<file path="src/rtl/bit_deser_pkg.sv">
// Shared types and helpers for the bit deserializer: output-register states and
// the bit_count width derivation.
package bit_deser_pkg;

  typedef enum logic {OUT_EMPTY, OUT_FULL} out_state_e;

  localparam int unsigned MAX_WIDTH = 32;

  // bit_count must reach WIDTH-1; one spare bit keeps the width regular for all WIDTH.
  function automatic int unsigned cnt_width(int unsigned width);
    return $clog2(width) + 1;
  endfunction

endpackage

</file>
<file path="src/rtl/bit_deserializer_if.sv">
// Bundle of the serial input, word output handshake and status signals of bit_deserializer.
// slave is the deserializer side; master is the bit source plus word consumer.
interface bit_deserializer_if
  import bit_deser_pkg::*;
#(
  parameter int unsigned WIDTH = 8
);
  localparam int unsigned CntW = cnt_width(WIDTH);

  logic             bit_in;
  logic             bit_valid;
  logic             frame_start;
  logic [WIDTH-1:0] word_out;
  logic             word_valid;
  logic             word_ready;
  logic [CntW-1:0]  bit_count;
  logic             overflow;
  logic             clr_ovf;

  modport master (
    output bit_in, bit_valid, frame_start, word_ready, clr_ovf,
    input  word_out, word_valid, bit_count, overflow
  );

  modport slave (
    input  bit_in, bit_valid, frame_start, word_ready, clr_ovf,
    output word_out, word_valid, bit_count, overflow
  );

endinterface

</file>
<file path="src/rtl/deser_shift_reg.sv">
// Collects qualified serial bits into a WIDTH-bit shift register and flags each
// completed word together with its combinationally assembled value.
module deser_shift_reg
  import bit_deser_pkg::*;
#(
  parameter int unsigned WIDTH     = 8,
  parameter bit          MSB_FIRST = 1'b1,
  localparam int unsigned CntW     = cnt_width(WIDTH)
) (
  input  logic             clk,
  input  logic             rst,
  input  logic             bit_in,
  input  logic             bit_valid,
  input  logic             frame_start,
  output logic             word_done,
  output logic [WIDTH-1:0] word,
  output logic [CntW-1:0]  bit_count
);

  logic [WIDTH-1:0] shift_q, shift_d;
  logic [WIDTH-1:0] shifted;
  logic [WIDTH-1:0] fresh;
  logic [CntW-1:0]  cnt_q, cnt_d;
  logic             last;

  if (MSB_FIRST) begin : g_msb_first
    assign shifted = {shift_q[WIDTH-2:0], bit_in};
    assign fresh   = {{(WIDTH-1){1'b0}}, bit_in};
  end else begin : g_lsb_first
    assign shifted = {bit_in, shift_q[WIDTH-1:1]};
    assign fresh   = {bit_in, {(WIDTH-1){1'b0}}};
  end

  assign last      = (cnt_q == CntW'(WIDTH - 1));
  // A frame_start bit always opens a new word, so it can never complete one.
  assign word_done = bit_valid && !frame_start && last;
  assign word      = shifted;
  assign bit_count = cnt_q;

  always_comb begin
    shift_d = shift_q;
    cnt_d   = cnt_q;
    if (bit_valid) begin
      if (frame_start) begin
        shift_d = fresh;
        cnt_d   = CntW'(1);
      end else begin
        shift_d = shifted;
        cnt_d   = last ? '0 : cnt_q + 1'b1;
      end
    end else if (frame_start) begin
      shift_d = '0;
      cnt_d   = '0;
    end
  end

  always_ff @(posedge clk) begin
    if (!rst) begin
      shift_q <= '0;
      cnt_q   <= '0;
    end else begin
      shift_q <= shift_d;
      cnt_q   <= cnt_d;
    end
  end

endmodule

</file>
<file path="src/rtl/bit_deserializer.sv">
// Serial-to-parallel stage: packs WIDTH qualified bits per word into a single-entry
// valid/ready output register; words completed while it is blocked are dropped and flagged.
module bit_deserializer
  import bit_deser_pkg::*;
#(
  parameter int unsigned WIDTH     = 8,  // 2..MAX_WIDTH
  parameter bit          MSB_FIRST = 1'b1
) (
  input logic                clk,
  input logic                rst,
  bit_deserializer_if.slave  dif
);

  out_state_e       state_q, state_d;
  logic [WIDTH-1:0] word_q, word_d;
  logic             ovf_q, ovf_d;
  logic             word_done;
  logic [WIDTH-1:0] word_new;

  deser_shift_reg #(
    .WIDTH     (WIDTH),
    .MSB_FIRST (MSB_FIRST)
  ) u_shift (
    .clk         (clk),
    .rst         (rst),
    .bit_in      (dif.bit_in),
    .bit_valid   (dif.bit_valid),
    .frame_start (dif.frame_start),
    .word_done   (word_done),
    .word        (word_new),
    .bit_count   (dif.bit_count)
  );

  always_comb begin
    state_d = state_q;
    word_d  = word_q;
    ovf_d   = ovf_q;
    if (dif.clr_ovf) begin
      ovf_d = 1'b0;
    end
    unique case (state_q)
      OUT_EMPTY: begin
        if (word_done) begin
          word_d  = word_new;
          state_d = OUT_FULL;
        end
      end
      OUT_FULL: begin
        if (dif.word_ready) begin
          // Consuming and refilling on the same edge keeps the stream bubble-free.
          if (word_done) begin
            word_d = word_new;
          end else begin
            state_d = OUT_EMPTY;
          end
        end else if (word_done) begin
          ovf_d = 1'b1;
        end
      end
      default: state_d = OUT_EMPTY;
    endcase
  end

  always_ff @(posedge clk) begin
    if (!rst) begin
      state_q <= OUT_EMPTY;
      word_q  <= '0;
      ovf_q   <= 1'b0;
    end else begin
      state_q <= state_d;
      word_q  <= word_d;
      ovf_q   <= ovf_d;
    end
  end

  assign dif.word_out   = word_q;
  assign dif.word_valid = (state_q == OUT_FULL);
  assign dif.overflow   = ovf_q;

endmodule
</file>
<file path="src/flat_wrapper.sv">
// flat-port wrapper written by rule: the top's interface ports become plain ports
module bit_deserializer_flat import bit_deser_pkg::*;
#(
  parameter int unsigned WIDTH     = 8,                 
  parameter bit          MSB_FIRST = 1'b1
)
  (clk, rst, dif_bit_in, dif_bit_valid, dif_frame_start, dif_word_ready, dif_clr_ovf, dif_word_out, dif_word_valid, dif_bit_count, dif_overflow);
  bit_deserializer_if #(.WIDTH(WIDTH)) dif_i ();
  input logic clk;
  input logic rst;
  input wire logic [$bits(dif_i.bit_in)-1:0] dif_bit_in;
  input wire logic [$bits(dif_i.bit_valid)-1:0] dif_bit_valid;
  input wire logic [$bits(dif_i.frame_start)-1:0] dif_frame_start;
  input wire logic [$bits(dif_i.word_ready)-1:0] dif_word_ready;
  input wire logic [$bits(dif_i.clr_ovf)-1:0] dif_clr_ovf;
  output wire logic [$bits(dif_i.word_out)-1:0] dif_word_out;
  output wire logic [$bits(dif_i.word_valid)-1:0] dif_word_valid;
  output wire logic [$bits(dif_i.bit_count)-1:0] dif_bit_count;
  output wire logic [$bits(dif_i.overflow)-1:0] dif_overflow;
  assign dif_i.bit_in = dif_bit_in;
  assign dif_i.bit_valid = dif_bit_valid;
  assign dif_i.frame_start = dif_frame_start;
  assign dif_i.word_ready = dif_word_ready;
  assign dif_i.clr_ovf = dif_clr_ovf;
  assign dif_word_out = dif_i.word_out;
  assign dif_word_valid = dif_i.word_valid;
  assign dif_bit_count = dif_i.bit_count;
  assign dif_overflow = dif_i.overflow;
  bit_deserializer #(.WIDTH(WIDTH), .MSB_FIRST(MSB_FIRST)) u_core (.clk(clk), .rst(rst), .dif(dif_i));
endmodule
</file>
<file path="config.mk">
export PLATFORM = sky130hd
export DESIGN_NAME = bit_deserializer_flat
export DESIGN_NICKNAME = d
export VERILOG_FILES = /design/src/rtl/bit_deser_pkg.sv /design/src/rtl/bit_deserializer_if.sv /design/src/rtl/deser_shift_reg.sv /design/src/rtl/bit_deserializer.sv /design/src/flat_wrapper.sv
export SDC_FILE = /design/constraint.sdc
export NUM_CORES = 1
export LEC_CHECK = 0
export CORE_MARGIN = 2
export CORE_UTILIZATION = 35
export DETAILED_ROUTE_END_ITERATION = 8
export PLACE_DENSITY = 0.65
export SLEW_MARGIN = 40
export SYNTH_ARGS = -nofsm -noshare
export SYNTH_HDL_FRONTEND = slang
export SYNTH_SLANG_ARGS = --single-unit
export TNS_END_PERCENT = 10
</file>
<file path="constraint.sdc">
create_clock -name clk -period 1.6 [get_ports clk]
set_input_delay 0.4 -clock clk [delete_from_list [all_inputs] [get_ports clk]]
set_output_delay 0.4 -clock clk [all_outputs]
set_load 0.005 [all_outputs]
</file>
* Word level (Yosys, flattened, before mapping)
Index checks and enable logic that the tools add are counted.
** Word-level totals
- Bits in registers :: 21
- Input bits :: 7
- Output and inout bits :: 14
- Logic and storage cells :: 30
** Cells by class
- $add $sub $neg :: 1
- Eq/ne operators :: 2
- Muxes and demuxes :: 17
- Bitwise operators :: 1
- Reduce and logical (&&, ||, !) cells :: 4
** Operator list (count)
- 7-bit two-way mux :: 3
- 4-bit two-way mux :: 4
- 8-bit two-way mux :: 2
- 8-bit case mux with 2 select lines :: 1
- 1-bit two-way mux :: 6
- 4-bit by 1-bit adder with 4-bit output, second input constant :: 1
- 4-bit by 3-bit == test with 1-bit output, second input constant :: 1
- 1-bit logical AND :: 2
- 2-bit != test, second input constant :: 1
- 1-bit case mux with 2 select lines :: 1
- 2-bit nonzero test :: 1
- 1-bit logical NOT :: 1
- 1-bit NOT :: 1

* Longest topological paths before layout
Gate-level depths: netlist (run 1).
- Depth in word-level cells :: 6
- Depth in mapped cells :: 4
- Gate-level depth less buffers :: 4

* Cells and area by module
Synthesis (run 1) repeated with hierarchy kept, for this count alone.
** Second synthesis, totals
- Cell total of the unflattened synthesis :: 88
- Area total of the unflattened synthesis :: 864.6 sq um
** By module, submodules not included
- deser_shift_reg :: instances 1, cells each 45, area each 452.9 sq um, sequential area each 220.2 sq um
- bit_deserializer :: instances 1, cells each 43, area each 411.6 sq um, sequential area each 200.2 sq um

* Worst setup path before layout (run 1)
Ideal clock, no wire load.
- Kind :: register to register
- Start point :: register u_core.u_shift.cnt_q[0], in the netlist u_core.u_shift.bit_count[0]
- End point :: register u_core.word_q[0], in the netlist u_core.dif.word_out[0]
- Library setup time :: 0.072 ns
- Data arrival time :: 1.313 ns
- Required time :: 1.528 ns
- Path slack :: 0.215 ns
- Cell stages (with the launch flop) :: 5
- Buffers on the path :: 0
- Clock period less this slack :: 1.385 ns
- Cells stage by stage :: dfxtp_1 -> ha_1 -> nand4b_2 -> nor3_4 -> mux2i_1
** On the way
- Longest elaborated chain between the ends :: 5
** Ends and longest elaborated chain
- start, declared :: RTL line deser_shift_reg.sv:23 : logic [CntW-1:0] cnt_q, cnt_d;
- start signal, assigned :: RTL line deser_shift_reg.sv:63 : cnt_q <= cnt_d;
- 4-bit by 3-bit == test with 1-bit output (*) :: RTL line deser_shift_reg.sv:34 : assign last = (cnt_q == CntW'(WIDTH - 1));
- 1-bit logical AND (*) :: RTL line deser_shift_reg.sv:36 : assign word_done = bit_valid && !frame_start && last;
- 8-bit two-way mux (*)
- 8-bit two-way mux
- 8-bit case mux with 2 select lines (*)
- end signal, assigned :: RTL line bit_deserializer.sv:71 : word_q <= word_d;
- end, declared :: RTL line bit_deserializer.sv:15 : logic [WIDTH-1:0] word_q, word_d;
Mark *: on every way between the ends. The rest lies on a longest branch, timed or not. The select of a mux whose other input is x is not followed.
A chain may end at the register's enable or synchronous reset.

* Final worst setup path (run 1)
- Start point :: register u_core.u_shift.cnt_q[3], in the netlist u_core.u_shift.bit_count[3]
- End point :: output dif_bit_count[3]
** RTL lines
- end, declared :: RTL line flat_wrapper.sv:18 : output wire logic [$bits(dif_i.bit_count)-1:0] dif_bit_count;
No word-level cell between the ends.

==> summary by stage, run 1 <==
Outcome
The run finished with clean final reports.

Yosys
The number of register bits inferred by synthesis is 21. After synthesis, the share of flip-flops with an asynchronous set or reset is 0%. The post-synthesis share of cell area spent on xor and xnor gates is 2.08%. Counting distinct cell types in the post-synthesis netlist gives 22.

The number of warnings issued by yosys is 0. The synthesized design contains 0 enable-type register cells. The combinational family with the most area after synthesis is simple AND/OR/NAND/NOR gates. In this run the mean area of a mapped cell was 9.69 sq um. Multiplexer cells account for 17.8% of the synthesized area. The prevailing post-synth register cell is sky130_fd_sc_hd__dfxtp_1. Summing the areas of all compound-gate instances in the mapped netlist gives 2.67% of the synthesized area. Of the total synthesized cell area, the portion taken by AND, OR, NAND and NOR gates is 24.2%. After Yosys synthesis, full adders, half adders and majority gates account for 1.48% of the synthesized area. The total nets after synthesis is 95. The synthesized instance count is 87. The post-synth design cell area is 843 sq um.

Sequential elements use 49.9% of the synthesized area.

Critical path
Setup slack on the worst reg-to-reg path comes out at 0.21 ns. The standard cell with the maximum stage delay on the critical path is sky130_fd_sc_hd__clkdlybuf4s50_1. The type of origin of the critical path is a flop. The delay contributed by the slowest stage of the critical path is 0.49 ns. The worst register-to-register path ends at u_core.dif.word_out[4]. In this run the number of cells on the critical path is 1. In this run the worst path has a maximum fanout of 2. The kind of cell with the highest combined delay along the critical path is buffers and inverters. Data arrives at the worst endpoint at 1.16 ns. At the worst endpoint, the required time is 1.20 ns. Together, buffers and inverters on the worst path number 1. Counting cells, the worst reg-to-reg path comes to 5.

The kind of critical path is reg -> out. The startpoint identified for the worst register-to-register timing path is u_core.u_shift.bit_count[0]. Walking the worst path, the cells encountered are clkdlybuf4s50_1. STA classifies the critical path endpoint as an output port.

Die
The starting density of the core is 37.4%. In this run the count of I/O pins placed on the die edge is 21. The floorplan die area is 0.00282 sq mm. The chip width is 53.1 microns. The floorplan step defined a core boundary enclosing 0.00225 sq mm.

The die is 53.1 microns tall. In this run the core area contains 17 standard-cell rows.

Clocking
The clock tree from TritonCTS is done. The number of buffers created by CTS is 3. CTS built an H-tree with a depth of 1. The number of sinks on the clock net is 21.

The clock reaches the later pin of the worst-skew pair after 0.31 ns. Clock-pin slew was measured on the worst setup and hold paths at 0.12 ns. The clock passes through at most 2 buffers.

The number of buffers added to fix hold violations after cts is 0. In this run the clock root is driven by a sky130_fd_sc_hd__clkbuf_4.

STA
The shortest clock period the worst path allows after layout is 1.56 ns. The maximum achievable frequency is 642 MHz. The worst path uses 97.4% of the clock period. The number of hold violations in the final report is 0. Measured against its own limit, the worst slew margin works out to 76.8%.

Setup repair after global routing left no endpoint under its margin. Final hold analysis gives a worst-case slack of 0.461 ns. The final count of negative-setup-slack endpoints is 0. The setup TNS is 0 ns. For the pin with the worst max-slew slack, the measured transition is 0.349 ns. The total count of max-transition violations in the final report was 0. The worst-case clock skew is 0.00801 ns.

Power and ir drop
The total power density per cell area is 729 mW/mm^2. The cell leakage power is 0.465 nW. IR analysis of the VDD net gives a maximum drop of 0.442 mV. The total power of the final layout is 0.852 mW.

Worst hold path
The worst hold path belongs to the class reg -> reg. The endpoint of the worst hold-timing path is u_core.dif.word_out[6]. The cell depth of the worst min-delay path is 2. The launch instance of the worst min-delay path is u_core.dif.word_out[6].

Routing
The routed layout has 660 vias. The post-detailed-route wirelength per cell is 11.6 microns. For this block, the routed nets add up to 1640 microns of wire.

The detailed router finished its first iteration with 22 violations. The pre-antenna-repair detailed-routing pass consisted of 4 iterations. For this run, design rule violations remaining after detail routing come to 0. The average via count per standard cell is 4.65.

The count of nets left with antenna violations once routing finished came out at 0.

Flow run
The max-cap check violation count is 0.

Placed design
The number of placed cells counting well taps is 137. Routability-driven placement finished with a final weighted congestion of 0.679. The estimated wirelength of the detail-placed design is 1220 microns.

Port buffering added 20 buffers.

Global route
In the global route stage, overall resource usage came out at 14.8%. The number of global-route vias before repair is 668. The final global-route overflow total is 0. The global-route wire length before repair is 2930 microns. The initial antenna violation count is 0.

Entering global routing, the biggest net connects 12 pins.

Layout
The filler cell count is 238. The net total in the final layout is 123. Compared with the post-synthesis result, the final layout area differs by 38.6%. The final cell count without fillers is 142. The antenna cell count is 0. The share of the core filled with cells in the final layout is 51.8%. In the final layout, the share of cells above drive strength 1 is 20.2%.
[synthesized netlist by cell type, types with 2 or more instances]
master	count	share of area [%]
sky130_fd_sc_hd__dfxtp_1	21	50
sky130_fd_sc_hd__nor2_1	8	3.6
sky130_fd_sc_hd__clkbuf_1	3	1.3
sky130_fd_sc_hd__nand2_1	19	8.5
sky130_fd_sc_hd__a21oi_1	2	1.2
sky130_fd_sc_hd__nor2b_1	2	1.5
sky130_fd_sc_hd__mux2i_1	15	18
sky130_fd_sc_hd__nand2b_1	3	2.2
[power breakdown]
group	internal, mW	leakage (nW)	switching [mW]
sequential	0.526	0.175	0.00442
combinational	0.0362	0.275	0.0275
clock	0.0974	0.0150	0.161
[sequential cells by signal (all words and copies together) (netlist names)]
signal                    count
u_core.dif.overflow           1
u_core.dif.word_out           8
u_core.dif.word_valid         1
u_core.u_shift.bit_count      4
u_core.u_shift.shift_q        7
[metal layers]
metal	routed length [microns]	vias to the layer above	global-route usage, %	share of wire, %
li1	-	342	-	-
met4	65	0	12.8	4.0
met5	0	-	0	0
met2	743	12	21.7	45
met3	38	5	1.69	2.3
met1	797	301	19.0	48
[how the worst max path moves through the flow]
stage / startpoint / slack [ns] / to
3_3_place_gp: dif_frame_start / -0.07 / u_core.dif.word_out[1]
3_5_place_dp: dif_frame_start / -0.10 / u_core.dif.word_out[4]
4_1_cts: u_core.dif.word_valid / 0.002 / dif_word_valid
6_report: u_core.u_shift.bit_count[3] / 0.04 / dif_bit_count[3]
2_1_floorplan: u_core.u_shift.bit_count[0] / 0.22 / u_core.dif.word_out[0]
5_1_grt: u_core.dif.word_out[1] / 0.0002 / dif_word_out[1]
[cell families (layout without fill, tap and decap cells)]
logic type	after synthesis	in the layout
and+or+nand+nor	40	40
DFF	21	21
muxes	15	15
AOI/OAI and AO/OA	4	4
buffers and inverters	4	31
xor gates and xnor gates	2	2
adders and majority gates	1	1
[cells in the final DEF, fill, tap and decap left out, types with 3 or more instances in the layout]
| master | count |
|---|---|
| sky130_fd_sc_hd__mux2i_1 | 15 |
| sky130_fd_sc_hd__nand2b_1 | 3 |
| sky130_fd_sc_hd__buf_4 | 6 |
| sky130_fd_sc_hd__clkdlybuf4s50_1 | 16 |
| sky130_fd_sc_hd__dfxtp_1 | 10 |
| sky130_fd_sc_hd__clkbuf_4 | 3 |
| sky130_fd_sc_hd__dlygate4sd2_1 | 3 |
| sky130_fd_sc_hd__dfxtp_2 | 10 |
| sky130_fd_sc_hd__nand2_1 | 19 |
| sky130_fd_sc_hd__nor2_1 | 8 |
[cell type report]
cell class | instances | area, sq um | area share (%)
well taps | 28 | 35.0 | 3.00
clock buffers | 4 | 26.3 | 2.25
multi-input cells | 62 | 407 | 34.8
flip-flops and latches | 21 | 437 | 37.4
repair buffers | 27 | 264 | 22.6
[metrics by stage]
stage | setup WS, ns | area, sq um
after detailed placement | -0.101 | 1120
after floorplan | 0.215 | 843
final | 0.0416 | 1170
after global routing | 0.000168 | 1170
after CTS | 0.00211 | 1160
after global placement | -0.0748 | 1120
[what timing repair did]
item	in CTS	in global routing
gates resized for setup	8	8
setup buffers	1	0
endpoints found under the setup margin	4	7
No activity file was read; power rests on OpenSTA's default activity.
==> inputs of run 2 (changes only) <==
Settings changed: CORE_MARGIN 2 to not set, PLACE_DENSITY 0.65 to not set.
Clock period 1.6 ns to 1.7 ns, I/O delays scaled along.
==> summary by stage, run 2 (synthesized netlist as in run 1, its figures left out) <==
Outcome
The flow ran to the end, and the final reports show no timing, DRC or antenna violations.

Die
The height of the chip is 51.1 microns. During I/O placement, the number of pins put on the boundary was 21. The area of the core is 0.00223 sq mm. After floorplanning, the core was divided into 17 placement rows.

The die covers 0.00261 sq mm. The chip width is 51.1 microns. For this configuration, the core starts out at a cell density of 37.8%.

Routing
The detailed-route DRC error count is 0. The routed design has 1530 microns of wire. The total via count in the routed design is 645. After the first detailed-routing iteration, the DRC count stood at 10.

The number of detailed-routing iterations run before antenna repair is 4. The count of nets left with antenna violations once routing finished came out at 0. After detailed routing, the average wire length per cell comes to 10.9 microns. The average via count per standard cell is 4.61.

Critical path
The setup slack of the worst register-to-register path is 0.34 ns. In this run the worst path has a maximum fanout of 5. The data required time of the critical path is 1.27 ns. The kind of critical path is reg -> out. The slowest stage of the critical path belongs to the cell sky130_fd_sc_hd__clkdlybuf4s50_1. The type of destination of the critical path is an output port. The number of stages on the worst setup path is 1. The critical path goes through clkdlybuf4s50_1.

The delay contributed by the slowest stage of the critical path is 0.52 ns. Counting both buffers and inverters, the worst setup path holds a total of 1. STA classifies the critical path startpoint as a flop.

The worst register-to-register path has a depth of 5. Among cell families on the critical path, the largest total delay comes from buffers and inverters. Data on the critical path arrives at its endpoint at 1.21 ns.

STA
The total count of max-transition violations in the final report is 0. The maximum achievable frequency is 613 MHz. Setup violations remaining at the end of the flow were counted as 0. The number of hold violations in the final report was 0. Setup repair after global routing left no endpoint under its margin. In this run the tightest slew margin relative to its limit is 77.9%. Hold timing on the final database bottoms out at a slack of 0.464 ns.

The setup TNS is 0 ns. The pin slew with the least headroom to its limit is 0.332 ns. Between clock sinks in the finished design, the worst skew comes to 0.00494 ns. The shortest clock period the worst path allows after layout is 1.63 ns. Of the available clock period, the critical path in the final layout requires 95.9%.

Placed design
Routability-driven placement finished with a final weighted congestion of 0.721. Detailed placement ended at an HPWL of 1160 microns. The count of port buffers added during placement is 20.

Layout
The register with the most flip-flops in the layout has 8 of them. The library cell used most frequently in the layout, excluding fill and tap cells, is sky130_fd_sc_hd__clkdlybuf4s50_1. The proportion of layout cells with a drive suffix above 1 is 12.5%. The antenna cell count is 0. The share of the core filled with cells in the final layout is 51.8%.

Relative to the synthesized area, the layout overhead comes to 37.1%. Leaving out fill and tap cells, the most frequent cells in the layout are 20 x sky130_fd_sc_hd__clkdlybuf4s50_1, 19 x sky130_fd_sc_hd__nand2_1, 17 x sky130_fd_sc_hd__dfxtp_1. The net total in the final layout is 121.

Worst hold path
The cell depth of the worst min-delay path is 2. The worst hold path belongs to the class reg -> reg.

Flow run
The max-cap check violation count is 0.

Power and ir drop
The clock network fraction of design power is 29.1%. The analysis attributes to net switching a power of 0.171 mW. The register share of total power is 62.9%. In this run switching power makes up 21.5% of total power. The cell-internal power is 0.625 mW.

The total power density per cell area is 689 mW/mm^2. The relative contribution of combinational cells to total power is 8.0%. The peak supply drop is 0.606 mV. The cell leakage power is 0.424 nW.

Clocking
The number of buffers created by CTS is 3. Clock tree synthesis found a total of 21 sinks. CTS placed an instance of sky130_fd_sc_hd__clkbuf_4 at the clock tree root.

The later-pin clock latency in the skew report is 0.30 ns. CTS built an H-tree with a depth of 1. Clock-pin slew was measured on the worst setup and hold paths at 0.11 ns. The longest clock path from root to sink contains 2 buffers. The clock tree from TritonCTS is done.

Global route
The initial antenna violation count is 0. The final global-route overflow total is 0. Global routing used 13.1% of the available tracks across all layers.

The number of global-route vias before repair is 595. The global-route wire length before repair is 2560 microns. The pin count of the biggest net entering global routing is 20.
## run 2: changes by cell type in the layout (fill, tap and decap cells not counted), moves of 3 or more
cell / delta
sky130_fd_sc_hd__dlygate4sd2_1: -3
sky130_fd_sc_hd__clkdlybuf4s50_1: +4
sky130_fd_sc_hd__buf_4: -3
sky130_fd_sc_hd__dfxtp_2: -6
sky130_fd_sc_hd__dfxtp_1: +7
## run 2: final timing paths
path	startpoint	endpoint
setup / recovery	u_core.u_shift.bit_count[3]	dif_bit_count[3]
hold / removal	u_core.dif.word_out[5]	u_core.dif.word_out[5]
setup reg to reg	u_core.u_shift.bit_count[0]	u_core.dif.word_out[1]
hold reg to reg	u_core.dif.word_out[5]	u_core.dif.word_out[5]
## run 2: layout make-up
cell class | count | area, sq um
fillers | 228 | 1080
flip-flops and latches | 21 | 425
multi-input cells | 62 | 407
repair buffers | 25 | 263
well taps | 28 | 35.0
clock buffers | 4 | 26.3
## run 2: through the flow
stage,total power [mW],worst slack [ns],area (sq um),cells
2_1_floorplan,0.539,0.315,843,87
3_3_place_gp,0.575,0.00353,1120,136
3_5_place_dp,0.576,-0.0211,1120,136
4_1_cts,0.814,0.0105,1150,140
5_1_grt,0.842,0.0140,1160,140
6_report,0.796,0.0692,1160,140
## run 2: what timing repair did
item,in CTS,in global routing
setup buffers,0,0
hold buffers,0,0
gates resized for setup,2,2
endpoints found under the setup margin,2,2
## run 2: layer usage
metal  share of wire, %  global-route usage [%]
met1                 49                    16.7
met3                3.9                    5.36
met2                 47                    21.3
met4                  0                    1.39
met5                  0                       0
## run 2: power by group through the flow
stage	logic, mW	clock network (mW)	registers [mW]
4_1_cts	0.0645	0.249	0.501
2_1_floorplan	0.0289	0	0.511
6_report	0.0637	0.232	0.501
3_5_place_dp	0.0645	0	0.512
5_1_grt	0.0684	0.272	0.502
3_3_place_gp	0.0635	0	0.511
==> inputs of run 3 (changes only) <==
Settings changed: CAP_MARGIN set to 40, SYNTH_HIERARCHICAL set to 1.
==> summary by stage, run 3 <==
Outcome
The run finished with clean final reports.

Critical path
The number of stages on the worst setup path is 1. The startpoint of the most critical setup path is u_core/u_shift/bit_count[1]. The signal on the critical path passes through clkdlybuf4s50_1. The number of buffer and inverter stages on the critical path is 1.

The kind of critical path is reg -> out. Data arrives at the worst endpoint at 1.20 ns. The type of destination of the critical path is an output port. The setup slack of the worst register-to-register path is 0.28 ns.

The kind of cell with the highest combined delay along the critical path is buffers and inverters. Along the worst path, the maximum fanout reaches 4. The capture point of the worst reg-to-reg path is u_core/dif.word_out[4]. The worst setup path is launched from a flop.

On the critical path, the stage with the largest delay is an instance of sky130_fd_sc_hd__clkdlybuf4s50_1. The worst flop-to-flop path startpoint is u_core/u_shift/bit_count[1]. The delay contributed by the slowest stage of the critical path is 0.52 ns. The data required time of the critical path is 1.27 ns. The worst register-to-register path has a depth of 6.

Power and ir drop
The cell leakage power is 0.406 nW. The peak supply drop is 0.390 mV. The total power density per cell area is 695 mW/mm^2.

Layout
The flip-flop count of the largest register after layout is 8. The net total in the final layout is 121. The antenna cell count is 0. The filler cell count is 220. The proportion of layout cells with a drive suffix above 1 is 13.4%. The top cell types in the final layout, fill and taps aside, are 20 x sky130_fd_sc_hd__clkdlybuf4s50_1, 18 x sky130_fd_sc_hd__nand2_1, 18 x sky130_fd_sc_hd__dfxtp_1. Relative to the synthesized area, the layout overhead comes to 32.0%. The final cell count without fillers is 140. The most common cell after layout, fill and taps aside is sky130_fd_sc_hd__clkdlybuf4s50_1.

STA
On the final layout, the worst clock skew is 0.00624 ns. The shortest clock period the worst path allows after layout is 1.62 ns. Static timing analysis puts the maximum clock frequency at 616 MHz. Setup repair after global routing left no endpoint under its margin. In the finished design, the share of the clock period the worst path needs comes to 95.5%. The number of hold violations in the final report was 0. For the pin with the worst max-slew slack, the measured transition is 0.393 ns. The total count of max-transition violations in the final report is 0. Setup violations remaining at the end of the flow were counted as 0. After routing, the total negative slack on setup checks comes to 0 ns.

The minimum setup slack in the final design is 0.0765 ns. The tightest slew margin relative to the limit is 73.8%.

Clocking
The post-cts gate resize count is 0. The number of sinks on the clock net is 21. The number of buffers added to fix hold violations after cts is 0. The tree is rooted in a sky130_fd_sc_hd__clkbuf_4. Buffers inserted during clock tree synthesis total 3. The number of setup buffers added after CTS is 0.

The number of H-tree levels is 1. The clock edge transition at the registers on the reported setup and hold paths is 0.10 ns. The clock passes through at most 2 buffers. The clock tree from TritonCTS is done. The later-pin clock latency in the skew report is 0.30 ns.

Routing
The routed design has 1510 microns of wire. The routed layout has 628 vias. The post-detailed-route wirelength per cell is 10.8 microns.

The detail route stage leaves a number of antenna-violating nets equal to 0. The number of violations reported at the end of detailed-routing iteration 0 is 10. In the routed design, unresolved DRC markers number 0. In the routed layout, each cell is associated on average with a via count of 4.49. Before antenna repair, the detailed router went through 6 iterations.

Yosys
The post-synth design cell area is 865 sq um. Yosys mapped the design onto 22 distinct sky130hd cell types. In the synthesized netlist the dominant register cell turns out to be sky130_fd_sc_hd__dfxtp_1.

sky130_fd_sc_hd__dfxtp_1 takes more of the synthesized area than any other cell. The most repeated cell in the gate-level netlist after synthesis is sky130_fd_sc_hd__dfxtp_1. Synthesis produced a netlist whose cell count is 88. The number of register bits inferred by synthesis is 21. The portion of synthesized cell area occupied by the leading cell type is 48.6%.

The sequential area share after synthesis is 48.6%. The fraction of registers with async set or reset after synthesis is 0%. Counting instances in the post-synthesis netlist gives the leading cell types as 21 x sky130_fd_sc_hd__dfxtp_1, 18 x sky130_fd_sc_hd__nand2_1, 15 x sky130_fd_sc_hd__mux2i_1.

During synthesis, Yosys emitted a total of 6 warnings. Counting flops with a built-in enable in the synthesized netlist gives 0. Dividing the synthesized area by the synthesized cell count gives 9.82 sq um.

By area the synthesized netlist is led by sky130_fd_sc_hd__dfxtp_1 49%, sky130_fd_sc_hd__mux2i_1 17%, sky130_fd_sc_hd__nand2_1 7.8%. Synthesis produced a netlist with a net count of 96.

Die
The floorplan die area is 0.00267 sq mm. The floorplan step set the die height to 51.7 microns. The chip width is 51.7 microns. 21 I/O pins were placed. The starting density of the core is 38.0%. The floorplan has 17 rows.

The area of the core is 0.00228 sq mm.

Global route
The peak-usage layer in the global routing report is met2. Entering global routing, the biggest net connects 19 pins. The number of global-route vias before repair is 590. The total overflow left after global routing is 0. The global routing usage on met1 is 17.5%. Global routing consumed, on the met3 layer, 2.92% of the routing resources. Global routing used 13.6% of the available tracks across all layers. For met2 alone, demand over resource in global routing was 19.9%. The first global-routing pass estimated 2590 microns of wire.

The initial antenna violation count is 0.

Placed design
Port buffering added 20 buffers. The number of placed cells counting well taps is 136. The estimated wirelength of the detail-placed design is 1050 microns. The worst setup slack after placement is -0.0592 ns. The weighted congestion at the end of routability-driven global placement is 0.695.

Worst hold path
The worst hold path passes through 2 cells. The path class of the tightest hold or removal check is reg -> reg. The startpoint identified for the worst hold timing path is u_core/dif.word_out[6].

The endpoint of the worst hold-timing path is u_core/dif.word_out[6].

Flow run
The max-cap check violation count is 0.
[run 3: cell count changes after synthesis, moves of 2 or more]
cell                       previous run  this run
sky130_fd_sc_hd__buf_4                0         2
sky130_fd_sc_hd__buf_6                0         2
sky130_fd_sc_hd__clkbuf_1             3         1
sky130_fd_sc_hd__nand2b_1             3         1
sky130_fd_sc_hd__nor2b_1              2         4
[run 3: layer usage]
layer / up-vias / wire, microns
met1: 276 / 786
met3: 2 / 57
met2: 13 / 652
li1: 337 / -
met4: 0 / 10
met5: - / 0
[run 3: cell families after synthesis]
logic type / Yosys count / synth area share [%]
AND/OR/NAND/NOR: 39 / 22.1
flip-flops: 21 / 48.6
multiplexers: 15 / 17.4
buffers and inverters: 6 / 5.35
AO/OA/AOI/OAI: 4 / 3.04
XOR/XNOR: 2 / 2.03
adder cells (fa/ha/maj): 1 / 1.45
[run 3: where the power goes]
group	internal, mW	switching, mW	total (mW)
Sequential	0.496	0.00410	0.500
Clock	0.0915	0.141	0.233
Combinational	0.0336	0.0260	0.0596
[run 3: layout make-up]
| class | instances | area, sq um | area share, % |
|---|---|---|---|
| Sequential cell | 21 | 424 | 37.2 |
| Tap cell | 28 | 35.0 | 3.07 |
| Timing Repair Buffer | 26 | 258 | 22.6 |
| Clock buffer | 4 | 26.3 | 2.30 |
| Multi-Input combinational cell | 61 | 398 | 34.9 |
[run 3: worst max-delay path by stage]
stage / to / slack [ns]
floorplan: u_core/dif.word_out[0] / 0.35
global placement: u_core/dif.word_out[1] / -0.01
detailed placement: u_core/dif.word_out[4] / -0.06
CTS: dif_bit_count[0] / 0.02
global route: dif_bit_count[1] / 0.003
finish: dif_bit_count[1] / 0.08
[run 3: worst reg2reg max path, cell delays in order (launching register included)]
cell and delay, ns:
sky130_fd_sc_hd__dfxtp_1 0.38, sky130_fd_sc_hd__ha_1 0.20, sky130_fd_sc_hd__nand4b_1 0.10, sky130_fd_sc_hd__nor2_1 0.13, sky130_fd_sc_hd__nor2b_2 0.20, sky130_fd_sc_hd__buf_12 0.15
sky130_fd_sc_hd__mux2i_1 0.19
[run 3: metrics by stage]
step           utilization (%)  hold slack (ns)  area [sq um]  power [mW]
3_5_place_dp              48.8            0.449          1110       0.571
2_1_floorplan                -            0.437           865       0.543
6_report                  50.1            0.465          1140       0.793
3_3_place_gp              48.8            0.445          1110       0.571
5_1_grt                   50.1            0.496          1140       0.846
4_1_cts                   50.0            0.468          1140       0.810
